File: config.mk
export PLATFORM = sky130hd
export DESIGN_NAME = reg_wb_arbiter
export DESIGN_NICKNAME = d
export VERILOG_FILES = /design/src/rtl/reg_wb_arbiter.sv
export SDC_FILE = /design/constraint.sdc
export NUM_CORES = 1
export LEC_CHECK = 0
export BUFFER_PORTS_ARGS = -buffer_cell sky130_fd_sc_hd__buf_2
export CORE_MARGIN = 1
export CORE_UTILIZATION = 46
export DETAILED_ROUTE_END_ITERATION = 10
export PLACE_DENSITY = 0.86
export SYNTH_ARGS = -nofsm -noshare
export SYNTH_HDL_FRONTEND = slang
export SYNTH_SLANG_ARGS = --single-unit
File: constraint.sdc
create_clock -name clk -period 2.55 [get_ports clk]
set_input_delay 0.255 -clock clk [delete_from_list [all_inputs] [get_ports clk]]
set_output_delay 0.255 -clock clk [all_outputs]
set_load 0.005 [all_outputs]
File: src/rtl/reg_wb_arbiter.sv
// Round-robin write-back arbiter for the register file's single write port, with an optional
// pending-destination scoreboard. Define WB_SCOREBOARD_EN to build the scoreboard.
module reg_wb_arbiter #(
  parameter int XLEN = 32,
  parameter int AW   = 5
) (
  input  logic            clk,
  input  logic            rst,
  input  logic            req0_valid,
  output logic            req0_ready,
  input  logic [AW-1:0]   req0_rd,
  input  logic [XLEN-1:0] req0_data,
  input  logic            req1_valid,
  output logic            req1_ready,
  input  logic [AW-1:0]   req1_rd,
  input  logic [XLEN-1:0] req1_data,
  output logic [AW-1:0]   A3,
  output logic [XLEN-1:0] WD,
  output logic            We,
  input  logic            alloc_valid,
  input  logic [AW-1:0]   alloc_rd,
  input  logic [AW-1:0]   rs1,
  input  logic [AW-1:0]   rs2,
  output logic            busy_rs1,
  output logic            busy_rs2
);

  logic            last_grant;
  logic            xfer;
  logic [AW-1:0]   win_rd;
  logic [XLEN-1:0] win_data;

  // last_grant == 1 means requester 1 won most recently, so requester 0 wins a tie.
  always_comb begin
    req0_ready = 1'b0;
    req1_ready = 1'b0;
    if (rst) begin
      if (req0_valid && req1_valid) begin
        req0_ready = last_grant;
        req1_ready = ~last_grant;
      end else begin
        req0_ready = req0_valid;
        req1_ready = req1_valid;
      end
    end
  end

  assign xfer     = req0_ready | req1_ready;
  assign win_rd   = req1_ready ? req1_rd   : req0_rd;
  assign win_data = req1_ready ? req1_data : req0_data;

  always_ff @(posedge clk or negedge rst) begin
    if (!rst) begin
      A3         <= '0;
      WD         <= '0;
      We         <= 1'b0;
      last_grant <= 1'b1;
    end else begin
      We <= 1'b0;
      if (xfer) begin
        A3         <= win_rd;
        WD         <= win_data;
        We         <= (win_rd != '0);
        last_grant <= req1_ready;
      end
    end
  end

`ifdef WB_SCOREBOARD_EN
  localparam int NREG = 1 << AW;

  logic [NREG-1:0] pending;
  logic [NREG-1:0] pending_nxt;

  // A new allocation overrides a retiring write to the same register: the new producer is still outstanding.
  always_comb begin
    pending_nxt = pending;
    if (We)
      pending_nxt[A3] = 1'b0;
    if (alloc_valid && (alloc_rd != '0))
      pending_nxt[alloc_rd] = 1'b1;
    pending_nxt[0] = 1'b0;
  end

  always_ff @(posedge clk or negedge rst) begin
    if (!rst)
      pending <= '0;
    else
      pending <= pending_nxt;
  end

  assign busy_rs1 = pending[rs1];
  assign busy_rs2 = pending[rs2];
`else
  logic unused_sb;
  assign unused_sb = ^{alloc_valid, alloc_rd, rs1, rs2};
  assign busy_rs1  = 1'b0;
  assign busy_rs2  = 1'b0;
`endif

endmodule

==> results of run 1 <==
-- layout make-up --
class	instances	area (um2)	area share (%)
clock buffers	8	100	3.62
repair buffers	124	641	23.2
well taps	52	65.1	2.35
multi-input cells	162	972	35.1
inverters	3	11.3	0.407
flip-flops and latches	39	977	35.3
-- worst paths after layout --
path	startpoint	end	slack, ns	cells past startpoint
max in group asynchronous	rst	WD[10]	1.62	3
max reg2reg	last_grant	WD[6]	0.72	3
min	req0_data[16]	WD[16]	0.23	3
min in group asynchronous	rst	last_grant	0.50	2
min reg2reg	WD[4]	WD[4]	0.55	2
max	last_grant	req0_ready	0.60	5
-- registers in the layout, indices dropped and copies added, names as in the netlist --
register	cells
last_grant	1
We	1
WD	32
A3	5
-- layer usage --
metal  part of all wire [%]  track usage (%)  vias up  wire (um)
li1                       -                -     1105          -
met1                     43             29.2     1073       2550
met2                     49             42.2       93       2910
met3                    6.3             5.92        8        373
met4                    1.2             8.22        0         68
met5                      0                0        -          0
-- tightest hold or removal path: cells and delay by family --
kind | cells | cell delay (ns)
AO/OA/AOI/OAI | 2 | 0.14
buffers and inverters | 1 | 0.09
-- what timing repair did --
action	4_1_cts	5_1_grt
hold endpoints to repair	1	0
hold buffers	1	0
gates resized for setup	0	0
setup endpoints to repair	0	0
-- cell usage in the layout, fill, tap and decap left out --
cell             n
buf_2          117
nor2_1          39
clkbuf_1         1
nand2_1          1
o21a_2           1
o2111ai_1       37
o21ai_0         38
dfrtp_1         38
a211oi_2         1
buf_4            6
or2_1            1
o21ai_1          1
and2_4           1
dlygate4sd3_1    1
dfstp_2          1
clkbuf_8         7
inv_2            1
conb_1           2
a31oi_1         37
inv_1            2
or4_1            2
nor4_2           1
-- per-stage QoR --
step,worst slack [ns],instance area (um2),std cells,power (uW),utilization [%]
floorplan,1.23,2150,237,977,-
global placement,0.821,2660,379,1150,60.2
detailed placement,0.768,2660,379,1160,60.2
CTS,0.580,2770,388,1620,62.7
global route,0.476,2770,388,1700,62.7
finish,0.602,2770,388,1600,62.7
-- cell families (layout without fill, tap and decap cells) --
group,Yosys count,after routing
buf+inv,36,135
flops,39,39
compound gates,115,115
simple gates,45,45
other cells,1,2
-- where the power goes --
group / total [uW] / internal [uW] / switching [uW]
Sequential: 749 / 705 / 43.5
Combinational: 397 / 174 / 223
Clock: 456 / 247 / 209
Total: 1600 / 1130 / 476
==> reports/results.ini, run 1 <==
[status]
outcome=finished clean

[synthesis]
synth_simple_gate_area_share_pct=8.98
synthFlopType=dfrtp_1
synth_top_area_share_pct=44.3
synth_top_family_by_area=compound AO/OA/AOI/OAI gates
synth-seq-cells=39
synth_top_area_cell=dfrtp_1
synth_edf_count=0
synthXorXnorAreaFrac_pct=0
synthTopCellsByArea=dfrtp_1, o2111ai_1, a31oi_1
yosysMostFrequentCell=nor2_1
yosys.area_share.adder_pct=0
syn_area_per_cell_um2=9.09
synth.distinct_cells=22
synth_common_cells=nor2_1, dfrtp_1, o21ai_0, a31oi_1, o2111ai_1
synth_area_mm2=0.00215
synth-compound-area-share_pct=35.9
synthCells=236
async_flop_share_pct=100
synth.area.mux_share_pct=0
synth_warnings=0
seq_area_frac_synth_pct=45.5

[clock_network]
cts_sinks=39
post_cts.repair.setup_buffers=0
root_buffer=clkbuf_8
clk_latency_ns=0.29
clock_path_buffers=2
cts_tree=built
cts_made_buffers=5
clkSlewWorstSetupHoldPaths_ns=0.08
h-tree-depth=2

[drt]
routedWlPerCell_um=15.2
route.detailed.drc=0
drt-vias-per-instance=5.87
route.vias.total=2279
ant_nets=0
routed_wl_um=5900
drt_iter0_drc=160
drtPass1Iterations=4

[global_route]
grt.overflow.total=0
antenna_found_initial=0
grtUsageTotal_pct=24.3
grt_pass1_wl_um=9720
grt_pass1_vias=2186
grt_max_degree=41

[setup_path]
critPathSlowestCell=dfstp_2
crit_type=reg -> out
end_kind=primary output
crit_path_cell_trace=and2_4 -> or2_1 -> inv_1 -> nor2_1 -> buf_2
path_buf_inv=2
critical_path_required_ns=2.30
cp-start-kind=flip-flop
cp_max_fo=39
cp_top_family=simple AND/OR/NAND/NOR gates
arrival_ns=1.69
critical-path-max-stage-delay_ns=0.53

[timing]
period_share_pct=76.4
clock_skew_ns=0.00418
finalSetupViolCount=0
hold_ws_ns=0.228
fmax_mhz=513
relSlewSlack_pct=17.0
period_needed_ns=1.95
tns_ns=0
finalMaxSlewViolations=0
rsz0062_at_grt=false
tightest_slew_ns=1.24
finalHoldViolations=0

[die]
std_cell_rows=24
floorplan.initialDensity_pct=48.6
fp.dieH_um=70.3
ios=136
core_region_area_mm2=0.00441
die_w_um=70.3
die_area_mm2=0.00494

[cells_and_area]
fillers=388
n_antenna_cell=0
drive_gt1_share_pct=40.5
syn2layout_area_growth_pct=28.9
fin_nets=429

[pwr]
p_leak_uw=0.00120
irDropWorstVdd_mv=0.341
p_per_area_mw_per_mm2=579

[placed_design]
port_buffers=117
gp_congestion=0.886
place_hpwl_um=3820

[hold_path]
hp-class=in -> reg

[job]
cap_viol_max_count=0

(Power assumes the default switching activity.)
==> inputs of run 2 (changes only) <==
- CORE_UTILIZATION: 46 -> 39
- PLACE_DENSITY: 0.86 -> 0.77
- clock period: 2.55 -> 1.7 ns (I/O delays scaled with it)
==> reports/results.ini, run 2 (same netlist as run 1, synthesis figures left out) <==
[clock_network]
root_buffer=clkbuf_8
clock_path_buffers=2  ; unchanged
h-tree-depth=2  ; unchanged
clk_latency_ns=0.28  ; about the same
post_cts.repair.setup_buffers=0  ; unchanged
cts_made_buffers=5  ; unchanged
cts_tree=built
cts_sinks=39  ; unchanged
clkSlewWorstSetupHoldPaths_ns=0.08  ; about the same

[setup_path]
end_kind=primary output
critPathSlowestCell=dfstp_2
crit_path_cell_trace=and2_4 -> or2_1 -> inv_1 -> nor2_1 -> buf_2
critical_path_required_ns=1.53  ; -0.77 ns
critical_path_depth=5  ; unchanged
cp_top_family=flip-flops
cp-start-kind=flip-flop
cp_max_fo=3  ; -92%
crit_type=reg -> out
critical-path-max-stage-delay_ns=0.54  ; about the same
path_buf_inv=2  ; unchanged
worstRegToRegCells=4  ; +1
arrival_ns=1.40  ; -0.29 ns

[timing]
rsz0062_at_grt=false
period_needed_ns=1.57
fmax_mhz=636
finalSetupViolCount=0  ; unchanged
finalHoldViolations=0  ; unchanged
tns_ns=0  ; unchanged
clock_skew_ns=0.00604  ; +0.00186 ns
worst_slack_ns=0.127  ; -0.475 ns
period_share_pct=92.5
finalMaxSlewViolations=0  ; unchanged

[drt]
routedWlPerCell_um=15.0  ; -1.1%
drtPass1Iterations=4  ; unchanged
drt_iter0_drc=159  ; -0.63%
route.vias.total=2336  ; +2.5%
route.detailed.drc=0  ; unchanged
drt-vias-per-instance=5.62  ; -4.4%
routed_wl_um=6260  ; +6.0%
ant_nets=0  ; unchanged

[global_route]
grt_max_degree=44  ; +7.3%
grt_pass1_wl_um=10200  ; +5.2%
grt.overflow.total=0  ; unchanged
antenna_found_initial=0  ; unchanged
grtUsageTotal_pct=21.7  ; -2.6 points
grt_pass1_vias=2174  ; -0.55%

[die]
ios=136  ; unchanged
die_w_um=76.2  ; +8.4%
floorplan.initialDensity_pct=41.2  ; -7.4 points
die_area_mm2=0.00580  ; +17%
core_region_area_mm2=0.00520  ; +18%
fp.dieH_um=76.2  ; +8.4%
std_cell_rows=26  ; +8.3%

[cells_and_area]
largest_reg_flops=32  ; unchanged
fin_nets=439  ; +2.3%
reg_top3=WD: 32 flops, A3: 5 flops
regMostFlops=WD
multi_input_area_um2=972  ; unchanged
final_cell_mix=buf_2, nor2_1, dfrtp_1, o21ai_0
regArea_um2=977  ; unchanged
n_antenna_cell=0  ; unchanged
drive_gt1_share_pct=41.9  ; +1.4 points
layout.cells.non_filler=416  ; +7.2%
fillers=518  ; +34%
final_common_cell=buf_2
syn2layout_area_growth_pct=35.3

[pwr]
p_int_uw=1730  ; +53%
p_comb_share_pct=26.4  ; +1.6 points
p_leak_uw=0.00126  ; +5.0%
power_frac_seq_pct=45.9  ; -0.8 points
p_sw_share_pct=29.4  ; -0.29 points
p_per_area_mw_per_mm2=841  ; +45%
irDropWorstVdd_mv=0.444  ; +30%
power_frac_clock_pct=27.7  ; -0.8 points
power.total_uw=2440  ; +53%
switching_power_uw=719  ; +51%

[placed_design]
gp_congestion=0.835  ; -5.8%
dp.cells=406  ; +7.1%
port_buffers=117  ; unchanged
place_hpwl_um=4450  ; +16%
place_ws_ns=0.291  ; -0.476 ns

[job]
cap_viol_max_count=0  ; unchanged

[status]
outcome=finished clean

[hold_path]
hp-class=in -> async

==> run 2: worst register-to-register path, stage by stage, from the launching register on <==
cell and delay (ns):
dfstp_2 0.54, inv_1 0.19, buf_4 0.25, o2111ai_1 0.20, a31oi_1 0.12
==> run 2: worst paths after layout <==
| path | startpoint | end | slack (ns) |
|---|---|---|---|
| max | last_grant | req0_ready | 0.13 |
| min | rst | WD[2] | 0.02 |
| max reg2reg | last_grant | WD[6] | 0.29 |
| min reg2reg | WD[30] | WD[30] | 0.55 |
| max in group asynchronous | rst | A3[4] | 0.91 |
| min in group clk | req0_data[18] | WD[18] | 0.15 |
==> run 2: power groups by stage <==
stage / Combinational [uW] / Sequential (uW) / Clock, uW
floorplan: 314 / 1150 / 0
global placement: 631 / 1130 / 0
detailed placement: 645 / 1140 / 0
CTS: 650 / 1120 / 696
global route: 717 / 1140 / 734
finish: 645 / 1120 / 677
==> run 2: routing by layer <==
metal,vias up,GRT usage [%],routed length [um]
met5,-,0,0
met2,104,36.0,2900
met3,10,4.55,435
met4,0,7.69,104
met1,1094,28.1,2810
li1,1128,-,-
==> run 2: through the flow <==
stage	util [%]	hold WS (ns)	instance area, um2
2_1_floorplan	-	-0.126	2150
3_3_place_gp	53.5	0.0283	2780
3_5_place_dp	53.5	0.0384	2780
4_1_cts	55.8	0.0117	2900
5_1_grt	55.8	0.0409	2900
6_report	55.8	0.0200	2900
==> run 2: layout make-up <==
type / count / share of cell area [%]
Sequential cell: 39 / 33.6
Multi-Input combinational cell: 162 / 33.5
Timing Repair Buffer: 134 / 26.0
Clock buffer: 8 / 3.45
Tap cell: 70 / 3.02
Inverter: 3 / 0.388
==> run 2: what timing repair did <==
action	in CTS	in global routing
hold buffers	2	0
resized for setup	0	0
hold endpoints to repair	4	0
